File: src/rtl/degenerate_mux_pkg.sv
// Shared select encodings and error-counter sizing for the degenerate 3:1 mux.
// No logic; constants only.
// No flow control.
package degenerate_mux_pkg;

    localparam logic [1:0] SEL_IN0 = 2'b00;
    localparam logic [1:0] SEL_IN1 = 2'b01;
    localparam logic [1:0] SEL_IN2 = 2'b10;
    localparam logic [1:0] SEL_INV = 2'b11;

    localparam int ERR_CNT_W = 8;
    localparam logic [ERR_CNT_W-1:0] ERR_CNT_MAX = 8'hFF;

endpackage

File: src/rtl/degenerate_mux_3to1_if.sv
// Bundle of mux data/select inputs and result/error outputs (err_cnt only with DEGENERATE_MUX_ERR_CNT_EN).
// Wires only; no latency.
// No flow control.
interface degenerate_mux_3to1_if #(
    parameter int WIDTH = 32
);
    import degenerate_mux_pkg::*;

    logic [WIDTH-1:0] in0;
    logic [WIDTH-1:0] in1;
    logic [WIDTH-1:0] in2;
    logic [1:0]       sel;
    logic             clr_err;
    logic [WIDTH-1:0] out;
    logic [WIDTH-1:0] out_q;
    logic             sel_err;
    logic             err_sticky;
`ifdef DEGENERATE_MUX_ERR_CNT_EN
    logic [ERR_CNT_W-1:0] err_cnt;

    modport master (
        output in0, in1, in2, sel, clr_err,
        input  out, out_q, sel_err, err_sticky, err_cnt
    );
    modport slave (
        input  in0, in1, in2, sel, clr_err,
        output out, out_q, sel_err, err_sticky, err_cnt
    );
`else
    modport master (
        output in0, in1, in2, sel, clr_err,
        input  out, out_q, sel_err, err_sticky
    );
    modport slave (
        input  in0, in1, in2, sel, clr_err,
        output out, out_q, sel_err, err_sticky
    );
`endif

endinterface

File: src/rtl/degenerate_mux_err_mon.sv
// Invalid-select monitor: sticky flag plus saturating counter (counter only with DEGENERATE_MUX_ERR_CNT_EN).
// One-cycle latency from sel_err to err_sticky/err_cnt.
// No backpressure; samples every clk edge.
module degenerate_mux_err_mon
    import degenerate_mux_pkg::*;
(
    input  logic                 clk,
    input  logic                 rst_n,
    input  logic                 sel_err,
    input  logic                 clr_err,
`ifdef DEGENERATE_MUX_ERR_CNT_EN
    output logic [ERR_CNT_W-1:0] err_cnt,
`endif
    output logic                 err_sticky
);

    // Clear is applied before set so an invalid select on the clearing edge is not lost.
    always_ff @(posedge clk or negedge rst_n) begin
        if (!rst_n) begin
            err_sticky <= 1'b0;
        end else begin
            err_sticky <= (err_sticky & ~clr_err) | sel_err;
        end
    end

`ifdef DEGENERATE_MUX_ERR_CNT_EN
    always_ff @(posedge clk or negedge rst_n) begin
        if (!rst_n) begin
            err_cnt <= '0;
        end else if (clr_err) begin
            err_cnt <= sel_err ? ERR_CNT_W'(1) : '0;
        end else if (sel_err && (err_cnt != ERR_CNT_MAX)) begin
            err_cnt <= err_cnt + ERR_CNT_W'(1);
        end
    end
`endif

endmodule

File: src/rtl/degenerate_mux_3to1.sv
// 3:1 word mux with degenerate code 2'b11 -> zero, registered copy and error monitor (DEGENERATE_MUX_ERR_CNT_EN adds err_cnt).
// out/sel_err zero latency; out_q/err_sticky/err_cnt one cycle.
// No backpressure; accepts new inputs every cycle.
module degenerate_mux_3to1
    import degenerate_mux_pkg::*;
#(
    parameter int WIDTH = 32
) (
    input  logic                 clk,
    input  logic                 rst_n,
    degenerate_mux_3to1_if.slave bus
);

    logic [WIDTH-1:0] mux_dat;
    logic             sel_err;

    // Unknown select codes fall into the default branch and yield zero.
    always_comb begin
        mux_dat = '0;
        case (bus.sel)
            SEL_IN0: mux_dat = bus.in0;
            SEL_IN1: mux_dat = bus.in1;
            SEL_IN2: mux_dat = bus.in2;
            SEL_INV: mux_dat = '0;
            default: mux_dat = '0;
        endcase
    end

    assign sel_err     = (bus.sel == SEL_INV);
    assign bus.out     = mux_dat;
    assign bus.sel_err = sel_err;

    always_ff @(posedge clk or negedge rst_n) begin
        if (!rst_n) begin
            bus.out_q <= '0;
        end else begin
            bus.out_q <= mux_dat;
        end
    end

    degenerate_mux_err_mon u_err_mon (
        .clk        (clk),
        .rst_n      (rst_n),
        .sel_err    (sel_err),
        .clr_err    (bus.clr_err),
`ifdef DEGENERATE_MUX_ERR_CNT_EN
        .err_cnt    (bus.err_cnt),
`endif
        .err_sticky (bus.err_sticky)
    );

endmodule

File: src/flat_wrapper.sv
// flat-port wrapper written by rule: the top's interface ports become plain ports
module degenerate_mux_3to1_flat import degenerate_mux_pkg::*;
#(
    parameter int WIDTH = 32
)
  (clk, rst_n, bus_in0, bus_in1, bus_in2, bus_sel, bus_clr_err, bus_out, bus_out_q, bus_sel_err, bus_err_sticky);
  degenerate_mux_3to1_if #(.WIDTH(WIDTH)) bus_i ();
  input  logic clk;
  input  logic rst_n;
  input wire logic [$bits(bus_i.in0)-1:0] bus_in0;
  input wire logic [$bits(bus_i.in1)-1:0] bus_in1;
  input wire logic [$bits(bus_i.in2)-1:0] bus_in2;
  input wire logic [$bits(bus_i.sel)-1:0] bus_sel;
  input wire logic [$bits(bus_i.clr_err)-1:0] bus_clr_err;
  output wire logic [$bits(bus_i.out)-1:0] bus_out;
  output wire logic [$bits(bus_i.out_q)-1:0] bus_out_q;
  output wire logic [$bits(bus_i.sel_err)-1:0] bus_sel_err;
  output wire logic [$bits(bus_i.err_sticky)-1:0] bus_err_sticky;
  assign bus_i.in0 = bus_in0;
  assign bus_i.in1 = bus_in1;
  assign bus_i.in2 = bus_in2;
  assign bus_i.sel = bus_sel;
  assign bus_i.clr_err = bus_clr_err;
  assign bus_out = bus_i.out;
  assign bus_out_q = bus_i.out_q;
  assign bus_sel_err = bus_i.sel_err;
  assign bus_err_sticky = bus_i.err_sticky;
  degenerate_mux_3to1 #(.WIDTH(WIDTH)) u_core (.clk(clk), .rst_n(rst_n), .bus(bus_i));
endmodule
File: config.mk
export PLATFORM = sky130hd
export DESIGN_NAME = degenerate_mux_3to1_flat
export DESIGN_NICKNAME = d
export VERILOG_FILES = /design/src/rtl/degenerate_mux_pkg.sv /design/src/rtl/degenerate_mux_3to1_if.sv /design/src/rtl/degenerate_mux_err_mon.sv /design/src/rtl/degenerate_mux_3to1.sv /design/src/flat_wrapper.sv
export SDC_FILE = /design/constraint.sdc
export NUM_CORES = 1
export LEC_CHECK = 0
export CELL_PAD_IN_SITES_DETAIL_PLACEMENT = 1
export CELL_PAD_IN_SITES_GLOBAL_PLACEMENT = 1
export CORE_AREA = 3 3 95 97
export DETAILED_ROUTE_END_ITERATION = 8
export DIE_AREA = 0 0 98 100
export PLACE_DENSITY = 0.76
export SLEW_MARGIN = 40
export SYNTH_ARGS = -nofsm -noshare
export SYNTH_HDL_FRONTEND = slang
export SYNTH_HIERARCHICAL = 1
export SYNTH_SLANG_ARGS = --single-unit
File: constraint.sdc
create_clock -name clk -period 1 [get_ports clk]
set_input_delay 0.15 -clock clk [delete_from_list [all_inputs] [get_ports clk]]
set_output_delay 0.15 -clock clk [all_outputs]
set_load 0.005 [all_outputs]
==> implementation parameters, run 1 <==
Parameter                              Value

Status
  Status    complete, but fails checks
  Violated checks    setup timing

Floorplan
  Ports    167
  Die area    9800 µm²
  Overall die height    100 µm
  Initial core utilization    0.217
  Total number of placement rows    33
  Core region area    8220 µm²
  Die width    between 90 and 100 µm

Critical path
  Startpoint of the most critical setup path    bus_sel[0]
  Critical path startpoint category    input port
  Worst path slowest cell    clkbuf_16
  Type of the worst setup path    in -> out
  Crit path cell chain    buf_12, nor2b_4, buf_12, clkbuf_16, o2bb2ai_4, buf_2
  Kind of end point of the critical path    output pin
  Worst-case reg-to-reg path depth    1
  CP Data Arrival Time    0.97 ns
  Worst reg2reg startpoint    u_core/u_err_mon/err_sticky
  Required time worst endpoint    0.85 ns
  Max incr delay on CP    0.17 ns
  Crit-path most repeated cell    buf_12
  Maximum fanout count along the critical path    8

CTS
  Number of buffers created by CTS    5
  H-tree levels    2
  Later-pin clock latency in the skew report    0.28 ns
  CTS Root Cell    clkbuf_8
  Clock Tree Buf Depth    2
  Clock slew seen by the registers of the worst setup and hold paths    0.07 ns
  Sink count of the clock tree    33
  CTS tree    built

Logic synthesis
  FF+latch count, synth    33
  Fraction of post-synthesis cell area in the top cell type by area    0.463
  Cell area after synthesis    1780 µm²
  Synthesized net count    214
  Post-synthesis sequential area ratio    0.463
  Post-synth top flop    dfrtp_1
  Dominant cell by count in the synthesized netlist    dfrtp_1
  Dominant cells by area after synthesis    dfrtp_1 46%, o2bb2ai_2 25%, mux2i_1 18%
  Cell types with the highest counts after synthesis    33 x dfrtp_1, 32 x mux2i_1, 30 x o2bb2ai_2, 5 x buf_6
  Synth area leader    dfrtp_1
  Mean instance size in the synthesized netlist    around 16 µm²
  Ys async rst share    1.00
  Number of unique standard cell types used by synthesis    12
  Number of enable-type register cells in the synthesized netlist    0
  YS warnings    6
  Number of instances in the synthesized netlist    around 110

STA
  Actual slew at the worst max-slew pin    slightly below 0.3 ns
  Share of the clock period used by the worst path    1.12
  Max Clk Rate    891 MHz
  Clock Skew    0 ns
  Unrepaired setup endpoints after global routing    yes
  Hold violation count in the final report    0
  Final worst-path setup slack    -0.122 ns
  Worst hold-check slack    0.262 ns
  Relative max-transition margin    0.797
  Post-Route Setup TNS    -3.36 ns
  Total of endpoints with negative setup slack in the final report    37
  Shortest period the worst path allows    1.12 ns
  Final slew viol count    0

Detailed routing
  Vias/cell    4.29
  Average wire per cell in the routed design    17.8 µm
  Drc violations    0
  Final antenna-violating net count    0
  Number of iterations in the first detailed-routing pass    4
  Final routed wirelength across all metal layers    7.80 mm
  Number of vias in the routed layout    1881
  First DRT Iteration DRCs    22

Hold path
  Depth of the worst hold-timing path    3
  Type of the tightest min-delay check    in -> reg
  Source of the worst hold timing path    bus_in2[9]

Finish
  Post-route cell area    4080 µm²
  Proportion of layout cells with a drive suffix above 1    0.542
  Net count reported at finish    434
  Area growth from synthesis to final layout    129%

Global routing
  Global-route wire length before repair    about 11 mm
  Antenna violations before repair    1
  Via count of the first global-routing pass    2079
  Global-route congestion overflow total    0
  Global router's overall resource usage    0.146
  Maximum number of pins on one net before global-route repair    34

Power and ir drop
  Largest vdd supply drop    0.410 mV
  Power density over cell area    969 nW/µm²
  Leakage power    1.97 nW

Placed design
  Gp weighted congestion    just over 0.7
  Placed cell area    3690 µm²
  Worst setup slack before clock tree synthesis    -0.566 ns
  DPL Wire Length    5.46 mm
  Number of input and output port buffers inserted    about 170

Job
  MaxCap Viol Count    0
## critical path, delay by kind of cell
family | cells | cell delay [ns]
compound gates | 1 | 0.12
simple gates | 1 | 0.12
buf+inv | 4 | 0.57
## report_power, final
group          switching, mW  internal (mW)  total [mW]
clock network          0.486          0.458       0.945
registers             0.0255           1.44        1.47
logic                  0.599          0.936        1.53
total                   1.11           2.84        3.95
## registers in the layout (all words and copies together) (netlist names)
signal,cells
u_core/u_err_mon/err_sticky,1
u_core/bus.out_q,32
## layout by cell type (no fill, tap or decap), drive strengths merged
master | synthesis | routed
dlygate4sd2 | 0 | 64
diode | 0 | 1
and2 | 1 | 1
clkbuf | 0 | 12
dfrtp | 33 | 33
o2bb2ai | 32 | 32
inv | 1 | 1
nor2b | 1 | 1
dlymetal6s2s | 0 | 2
clkinv | 0 | 1
a21o | 1 | 1
clkdlybuf4s50 | 0 | 31
mux2i | 32 | 32
dlygate4sd3 | 0 | 1
buf | 12 | 120
## worst paths after layout
kind / to / slack [ns]
worst max-delay path: bus_out[23] / -0.12
worst min-delay path: u_core/bus.out_q[9] / 0.26
worst max register to register: u_core/u_err_mon/err_sticky / 0.34
worst min register to register: u_core/u_err_mon/err_sticky / 0.51
max in group asynchronous: u_core/bus.out_q[4] / 0.46
min in group asynchronous: u_core/u_err_mon/err_sticky / 0.36
## layer usage
metal | wire length [µm] | vias up | share of wire | GRT usage
li1 | - | 877 | - | -
met1 | 2640 | 899 | 0.34 | 0.139
met2 | 4340 | 101 | 0.56 | 0.285
met3 | 782 | 4 | 0.10 | 0.0632
met4 | 44 | 0 | 0.0056 | 0.0341
met5 | 0 | - | 0 | 0
## metrics by stage
step | total power [mW] | util | instances
after detailed placement | 2.96 | 0.449 | 396
after global routing | 4.16 | 0.496 | 438
after floorplan | 1.91 | - | 113
after CTS | 3.76 | 0.444 | 424
after global placement | 2.94 | 0.449 | 396
final | 3.95 | 0.496 | 438
## what timing repair did
| action | 4_1_cts | 5_1_grt |
|---|---|---|
| hold buffers | 1 | 0 |
| gates cloned | 2 | 3 |
| buffers inserted | 19 | 10 |
| setup endpoints to repair | 66 | 38 |
| gates resized for setup | 334 | 43 |
| pin swaps | 32 | 0 |
| endpoints found under the hold margin | 33 | 0 |
## cell families after synthesis
logic type / synth area share
muxes: 0.180
buffers and inverters: 0.0799
AOI/OAI and AO/OA: 0.266
DFF: 0.463
and+or+nand+nor: 0.0112
## area by class of cell
type,count,area (µm²)
inverter,1,3.75
multi-input combinational,67,1100
clock buffer,5,68.8
fill,914,4140
tap,105,131
antenna,1,2.50
timing repair buffer,225,1940
clock inverter,1,5.00
sequential,33,826
Power figures use the tool's default switching activity.
==> run 2: changes to the inputs <==
- CORE_AREA: 3 3 95 97 -> 3 3 91 93
- DIE_AREA: 0 0 98 100 -> 0 0 94 96
- PLACE_DENSITY: 0.76 -> 0.82
- clock period: 1 -> 1.35 ns (I/O delays scaled with it)
==> run 2 against run 1 <==
Against the previous run: the run now ends clean; non-clock buffer count shrank 24; power shrank 22%; flip-flop and latch count is the same; critical path depth shrank 2; clock skew is the same; clock power grew 2.1%; count of clock-buffer cells in the layout grew 2; final cell count shrank 5.9%; design area shrank 6.0%.
==> implementation parameters, run 2 (same netlist as run 1, synthesis figures left out) <==
Parameter                              Value

Critical path
  Kind of end point of the critical path    output pin
  Worst reg2reg path endpoint    u_core/u_err_mon/err_sticky
  Startpoint of the most critical setup path    bus_in1[31]
  Worst path slowest cell    clkdlybuf4s50_1
  Worst reg2reg startpoint    u_core/u_err_mon/err_sticky
  Crit path cell chain    clkdlybuf4s50_1, mux2i_1, o2bb2ai_2, clkdlybuf4s15_1
  Worst reg2reg setup slack    around 0.71 ns
  Worst-case reg-to-reg path depth    1
  CP Data Arrival Time    1.12 ns
  Type of the worst setup path    in -> out
  Max incr delay on CP    0.46 ns
  Maximum fanout count along the critical path    2
  Destination of the critical timing path    bus_out[31]
  Required time worst endpoint    1.15 ns
  Critical path startpoint category    input port

CTS
  Clock slew seen by the registers of the worst setup and hold paths    0.07 ns
  Later-pin clock latency in the skew report    0.28 ns
  Sink count of the clock tree    33
  CTS tree    built
  Number of buffers created by CTS    5
  CTS Root Cell    clkbuf_8
  H-tree levels    2
  Clock Tree Buf Depth    2

Finish
  Storage element area    826 µm²
  Proportion of layout cells with a drive suffix above 1    0.358
  Footprint of the multi-input gates    837 µm²
  Final core utilization    0.504
  Area growth from synthesis to final layout    115%
  Post-route cell area    3830 µm²
  Antenna Cells    0
  Biggest regs    u_core/bus.out_q x32, u_core/u_err_mon/err_sticky x1
  Number of flip-flops under the largest register name    32
  Most frequent cells in the layout    109 x clkdlybuf4s50_1, 33 x dfrtp_1, 31 x o2bb2ai_2, 28 x mux2i_1, 26 x buf_4
  Net count reported at finish    410
  Register with the highest flop count    u_core/bus.out_q
  Most common cell after layout, fill and taps aside    clkdlybuf4s50_1
  Number of fillers in the final layout    824

Floorplan
  Die width    94 µm
  Core region area    ~7600 µm²
  Initial core utilization    0.235
  Overall die height    96 µm
  Die area    approximately 9000 µm²
  Total number of placement rows    32
  Ports    167

Placed design
  Placed cell area    3630 µm²
  Gp weighted congestion    around 0.67
  DPL Wire Length    between 5 and 6 mm
  Number of input and output port buffers inserted    between 150 and 200
  Worst setup slack before clock tree synthesis    -0.370 ns

STA
  Relative max-transition margin    0.695
  Actual slew at the worst max-slew pin    0.458 ns
  Hold violation count in the final report    0
  Max Clk Rate    756 MHz
  Clock Skew    0 ns
  Final slew viol count    0
  Final worst-path setup slack    ~0.027 ns
  Shortest period the worst path allows    1.32 ns
  Total of endpoints with negative setup slack in the final report    0
  Share of the clock period used by the worst path    0.980

Detailed routing
  Final antenna-violating net count    0
  First DRT Iteration DRCs    31
  Drc violations    0
  Final routed wirelength across all metal layers    7.41 mm
  Number of iterations in the first detailed-routing pass    3
  Average wire per cell in the routed design    18.0 µm
  Number of vias in the routed layout    1752
  Vias/cell    4.25

Global routing
  Maximum number of pins on one net before global-route repair    34
  Antenna violations before repair    0
  Via count of the first global-routing pass    ~2000
  Global router's overall resource usage    0.161
  Global-route congestion overflow total    0
  Global-route wire length before repair    11.0 mm

Power and ir drop
  Total power draw    3.09 mW
  Largest vdd supply drop    0.370 mV
  Power density over cell area    806 nW/µm²
  Leakage power    1.89 nW

Job
  MaxCap Viol Count    0

Hold path
  Type of the tightest min-delay check    in -> reg

Status
  Status    finished, final reports clean
-- run 2: cell type report --
class	instances	area share
multi-input cells	67	0.218
clock inverters	1	0.00784
well taps	102	0.0333
flip-flops and latches	33	0.215
clock buffers	7	0.0225
repair buffers	201	0.501
inverters	1	0.000979
-- run 2: repair_timing --
action | in CTS | in global routing
cloned | 2 | 0
setup buffers | 7 | 5
gates resized for setup | 98 | 45
pin swaps | 14 | 9
hold endpoints to repair | 33 | 0
endpoints found under the setup margin | 36 | 44
hold buffers | 1 | 0
-- run 2: how the worst min path moves through the flow --
stage / startpoint / to / slack (ns) / cells after the start
5_1_grt: bus_sel[1] / u_core/bus.out_q[9] / 0.33 / 3
4_1_cts: bus_sel[1] / u_core/bus.out_q[16] / 0.29 / 3
6_report: bus_sel[1] / u_core/bus.out_q[9] / 0.33 / 3
3_3_place_gp: rst_n / u_core/bus.out_q[7] / 0.26 / 2
2_1_floorplan: rst_n / u_core/bus.out_q[0] / -0.09 / 0
3_5_place_dp: rst_n / u_core/bus.out_q[7] / 0.28 / 2
-- run 2: power breakdown --
part / switching [mW] / leakage, nW / internal (mW)
registers: 0.0210 / 0.410 / 1.07
logic: 0.367 / 1.42 / 0.667
clock network: 0.363 / 0.0585 / 0.602
total: 0.751 / 1.89 / 2.34
-- run 2: metrics by stage --
step	hold slack, ns	cells	TNS (ns)
finish	0.327	412	0
floorplan	-0.0931	113	0
global placement	0.264	389	-8.90
CTS	0.288	407	-0.0129
global route	0.328	412	-0.0200
detailed placement	0.277	389	-9.85
-- run 2: worst max-delay path: cells and delay by family --
kind                   cells  cell delay (ns)
AOI/OAI and AO/OA          1             0.15
muxes                      1             0.08
buffers and inverters      2             0.68
-- run 2: per-layer routing --
| layer | wire length [µm] | global-route usage |
|---|---|---|
| met1 | 2400 | 0.164 |
| met4 | 99 | 0.0433 |
| met2 | 4240 | 0.313 |
| met5 | 0 | 0 |
| met3 | 669 | 0.0547 |
==> run 3: changes to the inputs <==
- CORE_AREA: 3 3 91 93 -> 3 3 65 67
- DIE_AREA: 0 0 94 96 -> 0 0 68 70
- DONT_BUFFER_PORTS: not set -> 1
- PLACE_DENSITY: 0.82 -> 0.79
==> run 3 against run 2 <==
Against the previous run: hold slack got worse by 0.30 ns; design area shrank 52%; global-route usage grew 1.7 points; clock skew stayed put; first-iteration DRC count is 9.7% higher; core utilization decreased by 0.55 points; power shrank 32%; sequential share of layout area rose by 23 points; critical path type unchanged; highest routed layer unchanged.
==> implementation parameters, run 3 (same netlist as run 1, synthesis figures left out) <==
Parameter                              Value

Status
  Status    finished, final reports clean

STA
  Hold violation count in the final report    0
  Post-Route Setup TNS    0 ns
  Relative max-transition margin    0.816
  Final slew viol count    0
  Max Clk Rate    991 MHz
  Shortest period the worst path allows    1.01 ns
  Actual slew at the worst max-slew pin    0.276 ns
  Unrepaired setup endpoints after global routing    no
  Total of endpoints with negative setup slack in the final report    0
  Share of the clock period used by the worst path    0.747
  Worst hold-check slack    ~0.025 ns
  Clock Skew    0 ns

Global routing
  Antenna violations before repair    0
  Global-route wire length before repair    ~6.3 mm
  GR Layer Usage met3    0.0804
  Global-route congestion overflow total    0
  GR met1 Demand/Resource    0.160
  Maximum number of pins on one net before global-route repair    35
  Busiest layer in global routing    met2
  Via count of the first global-routing pass    roughly 1200
  Global router's overall resource usage    0.179
  GR Layer Usage met2    0.332

CTS
  Sink count of the clock tree    33
  CTS tree    built
  Number of buffers created by CTS    5
  H-tree levels    2
  Later-pin clock latency in the skew report    0.27 ns
  Clock slew seen by the registers of the worst setup and hold paths    around 0.06 ns
  Total setup buffers inserted after CTS    0
  CTS Root Cell    clkbuf_8
  Clock Tree Buf Depth    2

Detailed routing
  Vias/cell    around 6.3
  First DRT Iteration DRCs    34
  Average wire per cell in the routed design    27.8 µm
  Number of iterations in the first detailed-routing pass    4
  Final antenna-violating net count    0
  Number of vias in the routed layout    1003
  Drc violations    0
  Final routed wirelength across all metal layers    about 4.5 mm

Placed design
  DPL Wire Length    3.45 mm
  Number of input and output port buffers inserted    0
  Gp weighted congestion    between 0.6 and 0.7
  Placed cell area    1730 µm²
  Number of instances in the placed design    150

Hold path
  Type of the tightest min-delay check    in -> reg

Finish
  Most common cell after layout, fill and taps aside    dfrtp_1
  Most frequent cells in the layout    33 x dfrtp_1, 32 x mux2i_1, 30 x o2bb2ai_2, 5 x clkbuf_8
  Biggest regs    u_core/bus.out_q x32, u_core/u_err_mon/err_sticky x1
  Number of fillers in the final layout    376
  Area growth from synthesis to final layout    3.02%
  Register with the highest flop count    u_core/bus.out_q
  Antenna Cells    0
  Number of flip-flops under the largest register name    32
  Post-route cell area    between 1500 and 2000 µm²
  Net count reported at finish    between 200 and 250
  Non-filler cells, final    160
  Proportion of layout cells with a drive suffix above 1    0.357

Floorplan
  Die area    4760 µm²
  Core region area    3690 µm²
  Total number of placement rows    22
  Initial core utilization    0.484
  Overall die height    70 µm
  Ports    roughly 170
  Die width    68 µm

Critical path
  Maximum fanout count along the critical path    34
  CP Data Arrival Time    ~0.81 ns
  Worst path slowest cell    buf_12
  Crit path cell chain    nor2b_4, buf_12, o2bb2ai_1
  Max incr delay on CP    0.24 ns
  Stages on the worst setup path    3
  Worst path top cell family by delay    buffers and inverters
  Worst reg2reg setup slack    0.67 ns
  Kind of end point of the critical path    output pin
  Required time worst endpoint    1.15 ns
  Destination of the critical timing path    bus_out[29]
  Worst reg2reg path endpoint    u_core/u_err_mon/err_sticky
  Critical path startpoint category    input port
  Startpoint of the most critical setup path    bus_sel[1]
  Crit path buffers/inverters    1
  Type of the worst setup path    in -> out
  Worst-case reg-to-reg path depth    1
  Worst reg2reg startpoint    u_core/u_err_mon/err_sticky

Power and ir drop
  Net switching power figure    0.536 mW
  Clock Power Share    0.332
  Cell-internal power    ~1.6 mW
  Switching power share of the total    0.256
  Largest vdd supply drop    0.444 mV
  Leakage power    0.798 nW
  Power density over cell area    1140 nW/µm²
  Combinational fraction of design power    0.132
  Share of total power in sequential cells    0.536

Job
  MaxCap Viol Count    0
## run 3: changes by cell type in the layout (fill, tap and decap cells not counted), sizes merged
| cell | delta |
|---|---|
| clkdlybuf4s50 | -109 |
| clkbuf | -14 |
| bufinv | -1 |
| buf | -51 |
| dlymetal6s2s | -18 |
| clkdlybuf4s15 | -3 |
| dlygate4sd2 | -4 |
| clkinv | +2 |
## run 3: per-stage QoR
stage	util	setup WS, ns	power [mW]
after floorplan	-	0.317	1.41
after global placement	0.468	0.381	1.38
after detailed placement	0.468	0.345	1.40
after CTS	0.498	0.345	2.13
after global routing	0.498	0.314	2.21
final	0.498	0.341	2.10
## run 3: layer usage
metal  share of wire  routed length [µm]  up-vias
li1                -                   -      421
met1            0.29                1300      486
met2            0.56                2490       88
met3            0.13                 600        8
met4           0.013                  60        0
met5               0                   0        -
## run 3: power by group through the flow
stage | sequential [mW] | combinational, mW | clock (mW)
floorplan | 1.12 | 0.288 | 0
global placement | 1.14 | 0.242 | 0
CTS | 1.13 | 0.284 | 0.721
global route | 1.13 | 0.304 | 0.770
detailed placement | 1.14 | 0.256 | 0
finish | 1.12 | 0.277 | 0.696
## run 3: repair_timing
action	4_1_cts	5_1_grt
hold endpoints to repair	33	0
setup endpoints to repair	0	0
resized for setup	0	0
hold buffers	2	0
## run 3: worst min path at each step
stage	startpoint	slack (ns)	endpoint	cells past startpoint
after floorplan	rst_n	-0.09	u_core/bus.out_q[0]	0
after global placement	rst_n	-0.09	u_core/bus.out_q[7]	0
after detailed placement	rst_n	-0.09	u_core/bus.out_q[7]	0
after CTS	bus_sel[1]	0.02	u_core/bus.out_q[14]	1
after global routing	bus_sel[1]	0.01	u_core/bus.out_q[14]	1
final	bus_sel[1]	0.02	u_core/bus.out_q[14]	1
## run 3: final cells by class
| type | instances | area (µm²) | area share |
|---|---|---|---|
| sequential | 33 | 826 | 0.449 |
| multi-input combinational | 67 | 816 | 0.444 |
| clock buffer | 6 | 72.6 | 0.0395 |
| tap | 48 | 60.1 | 0.0327 |
| timing repair buffer | 3 | 50.0 | 0.0272 |
| clock inverter | 2 | 10.0 | 0.00545 |
| inverter | 1 | 3.75 | 0.00204 |
